File: src/rtl/cdc_tx_arbiter_pkg.sv
// Shared definitions for the CDC transmit arbiter.
// Holds the FSM state encoding, the default acknowledge timeout,
// and a helper that sizes requester index fields.
package cdc_tx_arbiter_pkg;

    // FSM state encoding
    localparam logic [1:0] ST_IDLE    = 2'd0;
    localparam logic [1:0] ST_SEND    = 2'd1;
    localparam logic [1:0] ST_RELEASE = 2'd2;

    // Default number of CLK cycles to wait for acknowledge assertion
    localparam int DEFAULT_TIMEOUT = 255;

    // Width of an index into n requesters (at least one bit)
    function automatic int idx_width(input int n);
        return (n > 1) ? $clog2(n) : 1;
    endfunction

endpackage

File: src/rtl/cdc_tx_arbiter_rr_arbiter.sv
// Round-robin requester selection (combinational).
// Ports:
//   req_i   - request vector, one bit per requester
//   ptr_i   - index where the search starts (highest priority this cycle)
//   grant_o - one-hot grant of the selected requester, zero if no request
//   index_o - index of the selected requester, zero if no request
module rr_arbiter
    import cdc_tx_arbiter_pkg::*;
#(
    parameter int NUM_REQ = 4,
    parameter int IDX_W   = idx_width(NUM_REQ)
) (
    input  logic [NUM_REQ-1:0] req_i,
    input  logic [IDX_W-1:0]   ptr_i,
    output logic [NUM_REQ-1:0] grant_o,
    output logic [IDX_W-1:0]   index_o
);

    // Candidate order: ptr, ptr+1, ... wrapping at NUM_REQ
    logic [IDX_W-1:0] cand [NUM_REQ];
    logic             found;

    generate
        for (genvar gi = 0; gi < NUM_REQ; gi++) begin : g_cand
            assign cand[gi] = IDX_W'((32'(ptr_i) + gi) % NUM_REQ);
        end
    endgenerate

    // First requesting candidate in rotated order wins
    always_comb begin
        grant_o = '0;
        index_o = '0;
        found   = 1'b0;
        for (int k = 0; k < NUM_REQ; k++) begin
            if (!found && req_i[cand[k]]) begin
                found             = 1'b1;
                index_o           = cand[k];
                grant_o[cand[k]]  = 1'b1;
            end
        end
    end

endmodule

File: src/rtl/cdc_tx_arbiter.sv
// Shares one synchronized bus channel among NUM_REQ source-domain requesters.
// A granted word is held on UN_SYNC_BUS with BUS_EN raised until the
// destination acknowledge (synchronized through NUM_STAGES flops) is seen,
// then the block waits for the acknowledge to drop before the next grant.
// Ports:
//   CLK, RST     - source clock, asynchronous active-low reset
//   REQ          - level requests, held until granted
//   REQ_DATA     - requester i's word at [i*BUS_WIDTH +: BUS_WIDTH]
//   GNT          - one-hot, one-cycle grant pulse (word captured)
//   ACK_ASYNC    - destination acknowledge, asynchronous to CLK
//   BUS_EN       - enable to the destination data synchronizer (registered)
//   UN_SYNC_BUS  - captured word (registered)
//   BUSY         - high whenever the FSM is not idle
//   ERR          - one-cycle pulse on acknowledge timeout
module cdc_tx_arbiter
    import cdc_tx_arbiter_pkg::*;
#(
    parameter int NUM_REQ    = 4,
    parameter int BUS_WIDTH  = 8,
    parameter int NUM_STAGES = 2,
    parameter int TIMEOUT    = DEFAULT_TIMEOUT
) (
    input  logic                         CLK,
    input  logic                         RST,
    input  logic [NUM_REQ-1:0]           REQ,
    input  logic [NUM_REQ*BUS_WIDTH-1:0] REQ_DATA,
    output logic [NUM_REQ-1:0]           GNT,
    input  logic                         ACK_ASYNC,
    output logic                         BUS_EN,
    output logic [BUS_WIDTH-1:0]         UN_SYNC_BUS,
    output logic                         BUSY,
    output logic                         ERR
);

    localparam int IDX_W   = idx_width(NUM_REQ);
    localparam int CNT_W   = (TIMEOUT > 0) ? $clog2(TIMEOUT + 1) : 1;
    // ERR fires on the edge where the counter would reach TIMEOUT
    localparam int TO_LAST = (TIMEOUT > 0) ? TIMEOUT - 1 : 0;

    logic [1:0]            state_q,  state_d;
    logic [CNT_W-1:0]      cnt_q,    cnt_d;
    logic [IDX_W-1:0]      ptr_q,    ptr_d;
    logic [BUS_WIDTH-1:0]  data_q,   data_d;
    logic [NUM_REQ-1:0]    gnt_q,    gnt_d;
    logic                  bus_en_q, bus_en_d;
    logic                  err_q,    err_d;
    logic [NUM_STAGES-1:0] ack_sync_q, ack_sync_d;

    logic                  ack_s;
    logic [NUM_REQ-1:0]    arb_grant;
    logic [IDX_W-1:0]      arb_idx;
    logic [BUS_WIDTH-1:0]  sel_word;
    logic                  timeout_hit;

    // Acknowledge synchronizer chain; only the last stage is used
    assign ack_sync_d[0] = ACK_ASYNC;
    generate
        for (genvar gi = 1; gi < NUM_STAGES; gi++) begin : g_sync
            assign ack_sync_d[gi] = ack_sync_q[gi-1];
        end
    endgenerate
    assign ack_s = ack_sync_q[NUM_STAGES-1];

    rr_arbiter #(
        .NUM_REQ (NUM_REQ),
        .IDX_W   (IDX_W)
    ) u_rr_arbiter (
        .req_i   (REQ),
        .ptr_i   (ptr_q),
        .grant_o (arb_grant),
        .index_o (arb_idx)
    );

    assign sel_word    = REQ_DATA[arb_idx*BUS_WIDTH +: BUS_WIDTH];
    assign timeout_hit = (cnt_q >= CNT_W'(TO_LAST));

    always_comb begin
        state_d  = state_q;
        cnt_d    = cnt_q;
        ptr_d    = ptr_q;
        data_d   = data_q;
        gnt_d    = '0;
        bus_en_d = bus_en_q;
        err_d    = 1'b0;
        case (state_q)
            ST_IDLE: begin
                if (|REQ) begin
                    data_d   = sel_word;
                    gnt_d    = arb_grant;
                    bus_en_d = 1'b1;
                    cnt_d    = '0;
                    // Next search starts just after the winner
                    ptr_d    = (arb_idx == IDX_W'(NUM_REQ - 1)) ? '0 : arb_idx + 1'b1;
                    state_d  = ST_SEND;
                end
            end
            ST_SEND: begin
                if (ack_s) begin
                    bus_en_d = 1'b0;
                    state_d  = ST_RELEASE;
                end else begin
                    // Saturating count of cycles without acknowledge
                    if (cnt_q != CNT_W'(TIMEOUT)) begin
                        cnt_d = cnt_q + 1'b1;
                    end
                    if (timeout_hit) begin
                        err_d    = 1'b1;
                        bus_en_d = 1'b0;
                        state_d  = ST_RELEASE;
                    end
                end
            end
            ST_RELEASE: begin
                // Wait for the destination to drop acknowledge; no timeout here
                if (!ack_s) begin
                    state_d = ST_IDLE;
                end
            end
            default: begin
                state_d  = ST_IDLE;
                bus_en_d = 1'b0;
            end
        endcase
    end

    always_ff @(posedge CLK or negedge RST) begin
        if (!RST) begin
            state_q    <= ST_IDLE;
            cnt_q      <= '0;
            ptr_q      <= '0;
            data_q     <= '0;
            gnt_q      <= '0;
            bus_en_q   <= 1'b0;
            err_q      <= 1'b0;
            ack_sync_q <= '0;
        end else begin
            state_q    <= state_d;
            cnt_q      <= cnt_d;
            ptr_q      <= ptr_d;
            data_q     <= data_d;
            gnt_q      <= gnt_d;
            bus_en_q   <= bus_en_d;
            err_q      <= err_d;
            ack_sync_q <= ack_sync_d;
        end
    end

    assign GNT         = gnt_q;
    assign BUS_EN      = bus_en_q;
    assign UN_SYNC_BUS = data_q;
    assign ERR         = err_q;
    assign BUSY        = (state_q != ST_IDLE);

endmodule

File: config.mk
export PLATFORM = sky130hd
export DESIGN_NAME = cdc_tx_arbiter
export DESIGN_NICKNAME = d
export VERILOG_FILES = /design/src/rtl/cdc_tx_arbiter_pkg.sv /design/src/rtl/cdc_tx_arbiter_rr_arbiter.sv /design/src/rtl/cdc_tx_arbiter.sv
export SDC_FILE = /design/constraint.sdc
export NUM_CORES = 1
export LEC_CHECK = 0
export ABC_CLOCK_PERIOD_IN_PS = 2600
export BUFFER_PORTS_ARGS = -buffer_cell sky130_fd_sc_hd__buf_2
export CAP_MARGIN = 15
export CORE_MARGIN = 2
export CORE_UTILIZATION = 35
export DETAILED_ROUTE_END_ITERATION = 10
export RECOVER_POWER = 50
export SLEW_MARGIN = 5
export SYNTH_ARGS = -nofsm -noshare
export SYNTH_HDL_FRONTEND = slang
export SYNTH_SLANG_ARGS = --single-unit
File: constraint.sdc
create_clock -name CLK -period 2.6 [get_ports CLK]
set_input_delay 0.52 -clock CLK [delete_from_list [all_inputs] [get_ports CLK]]
set_output_delay 0.52 -clock CLK [all_outputs]
set_load 0.03 [all_outputs]
==> qor.txt <==
Fin cells: 309
Vias in the first global route: 1512
CP Max Fanout: 8
Top post-synthesis cells by area: dfrtp_1, mux2i_1, ha_1
Arr. time, crit path: 2520 ps
Clock Latency Late Sink: 270 ps
Share of cells above drive strength 1: 29.7%
Diode count: 0
Min Clock Period, post-route: 2340 ps
Skew final: 3.38 ps
Crit-path max cell delay: 400 ps
Setup TNS Final: 0 ps
Clock root cell: clkbuf_8
Port bufs: 53
Rel. slew slack: 3.56%
Buffers plus inverters on the worst setup path: 1
Max_cap viols: 0
CP required: 2780 ps
Wire per inst: 12.8 µm
HP Start: ACK_ASYNC
Placed Cells: 306
Pin count of the biggest net entering global routing: 29
Crit-path leading delay family: compound AO/OA/AOI/OAI gates
RePlAce Congestion: 0.837
Worst slew pin tran: 1450 ps
Hold WC Path Type: in2reg
Pre-antenna DRT Iters: 4
Post-Synthesis Cells: 188
Critical Path, Cell by Cell: inv_1 -> ha_4 -> mux4_2 -> a2111oi_2 -> o22ai_1 -> or2_4 -> o221ai_1
CP startpoint: ptr_q[0]$_DFFE_PN0P_
Post-DP HPWL: 2940 µm
Iter 0 DRT Violations: 59
Crit start category: flop
Rows: 26
Crit end category: flop
Ys Warns: 0
Fin util: 43.9%
Pwr per Cell Area: 1220 nW/µm²
First-pass GRT wire length: 6780 µm
FMAX: 0.427 GHz
Ys flop type: dfrtp_1
Core area: 5110 µm²
Post-synth EDFFs: 0
Share of Yosys cell area claimed by the top area cell type: 37.6%
Final ANT Viol Nets: 0
RSZ-0062 raised after global routing: no
Final WL: 3950 µm
Lkg Pwr: 0.00105 µW
Period Utilization, post-route: 90.2%
Syn avg cell area: 9.90 µm²
Initial antenna violation count: 0
Clock tree from TritonCTS: yes
Slowest stage cell, crit path: mux4_2
Total number of vias: 1584
TritonCTS buffer count: 3
Clk slew on worst S/H paths: 90 ps
Cell accounting for the most synthesized area: dfrtp_1
Synth-to-layout area growth: 20.4%
Clk buf depth: 2
GRT overflow: 0
Syn_nets: 237
Asr flop ratio synth: 100%
Endpoints failing hold: 0
Outcome: complete, no violations
Worst reg2reg path startpoint: ptr_q[0]$_DFFE_PN0P_
Syn Std Cell Area: 1860 µm²
Sequential element share of the synthesized area: 37.6%
Final Setup Violations: 0
Initial Util: 36.5%
Post-route DRC: 0
Unique cell type count in the Yosys netlist: 46
Max VDD drop: 0.572 mV
Worst setup path class: reg2reg
I/O pins: 54
Height of the die: 76.9 µm
H-tree levels: 1
Vias/cell: 5.13
Layout Nets: 290
Synth top cells by count: dfrtp_1, nor2_1, mux2i_1, nand2_1, ha_1
Gr usage total: 14.1%
Most common cell in the synthesized netlist: dfrtp_1
Final Max Tran Viols: 0
Full die area: 5920 µm²
Die Width: 76.9 µm
CTS Sinks: 28
#FFs+latches synth: 28
## worst paths after layout
path	slack, ps	end	cells after the start
worst min-delay path	350	ack_sync_q[0]$_DFF_PN0_	1
worst max-delay path	260	UN_SYNC_BUS[2]$_DFFE_PN0P_	7
min in group asynchronous	570	ERR$_DFF_PN0_	1
worst max register to register	260	UN_SYNC_BUS[2]$_DFFE_PN0P_	7
max in group asynchronous	1180	UN_SYNC_BUS[6]$_DFFE_PN0P_	1
worst min register to register	360	ack_sync_q[1]$_DFF_PN0_	0
## flip-flops by register name, indices dropped and copies added, names as in the netlist
name / count
ack_sync_q: 2
ERR: 1
cnt_q: 8
state_q: 2
ptr_q: 2
BUS_EN: 1
GNT: 4
UN_SYNC_BUS: 8
## cell usage in the layout, fill, tap and decap left out, types with 2 or more instances in the layout
master	instances
mux2i_1	17
nand2_1	17
o221ai_1	8
buf_2	48
nand3_1	2
dfrtp_1	28
buf_4	5
o22ai_1	2
o21ai_2	2
nor3_1	2
nor2_1	24
a221oi_1	4
a21oi_1	8
nor4_1	2
xor2_1	4
ha_1	9
mux4_2	2
mux2_2	2
a22oi_1	4
clkbuf_8	3
o21ai_1	2
xnor2_1	3
o21ai_0	2
clkbuf_1	5
or2_2	3
nand4_1	2
nand2b_1	3
inv_1	6
## area by class of cell
class	instances	area, µm²
Sequential cell	28	701
Multi-Input combinational cell	143	1070
Timing Repair Buffer	59	317
Fill cell	502	2870
Inverter	6	22.5
Tap cell	70	87.6
Clock buffer	3	41.3
## power breakdown
part	leakage, µW	switching [µW]	internal [µW]
Sequential	0.000359	101	585
Combinational	0.000674	1060	764
Clock	0.0000216	127	104
Total	0.00105	1290	1450
## cells by family after synthesis
family	share of synthesized area, %
buffers and inverters	5.85
and+or+nand+nor	16.7
adders and majority gates	6.72
xor gates and xnor gates	3.29
muxes	14.2
AOI/OAI and AO/OA	15.6
DFF	37.6
## repair_timing
item,4_1_cts,5_1_grt
resized for setup,0,2
setup endpoints to repair,0,8
hold endpoints to repair,0,0
hold buffers,0,0
buffers inserted,0,0
## through the flow
stage	worst slack [ps]	cell area [µm²]	hold WS (ps)	power, µW
6_report	256	2240	349	2740
5_1_grt	55.5	2240	329	2990
4_1_cts	95.4	2240	274	2770
3_5_place_dp	48.2	2200	338	2530
3_3_place_gp	115	2200	338	2510
2_1_floorplan	64.9	1880	224	2130
## routing by layer
layer	global-route usage, %	share of wire, %	routed length, µm	vias up
met2	22.1	45	1770	45
li1	-	-	-	787
met5	0	0	0	-
met4	6.00	1.8	70	0
met1	19.0	47	1870	748
met3	2.59	6.0	237	4
(Power assumes the default switching activity.)
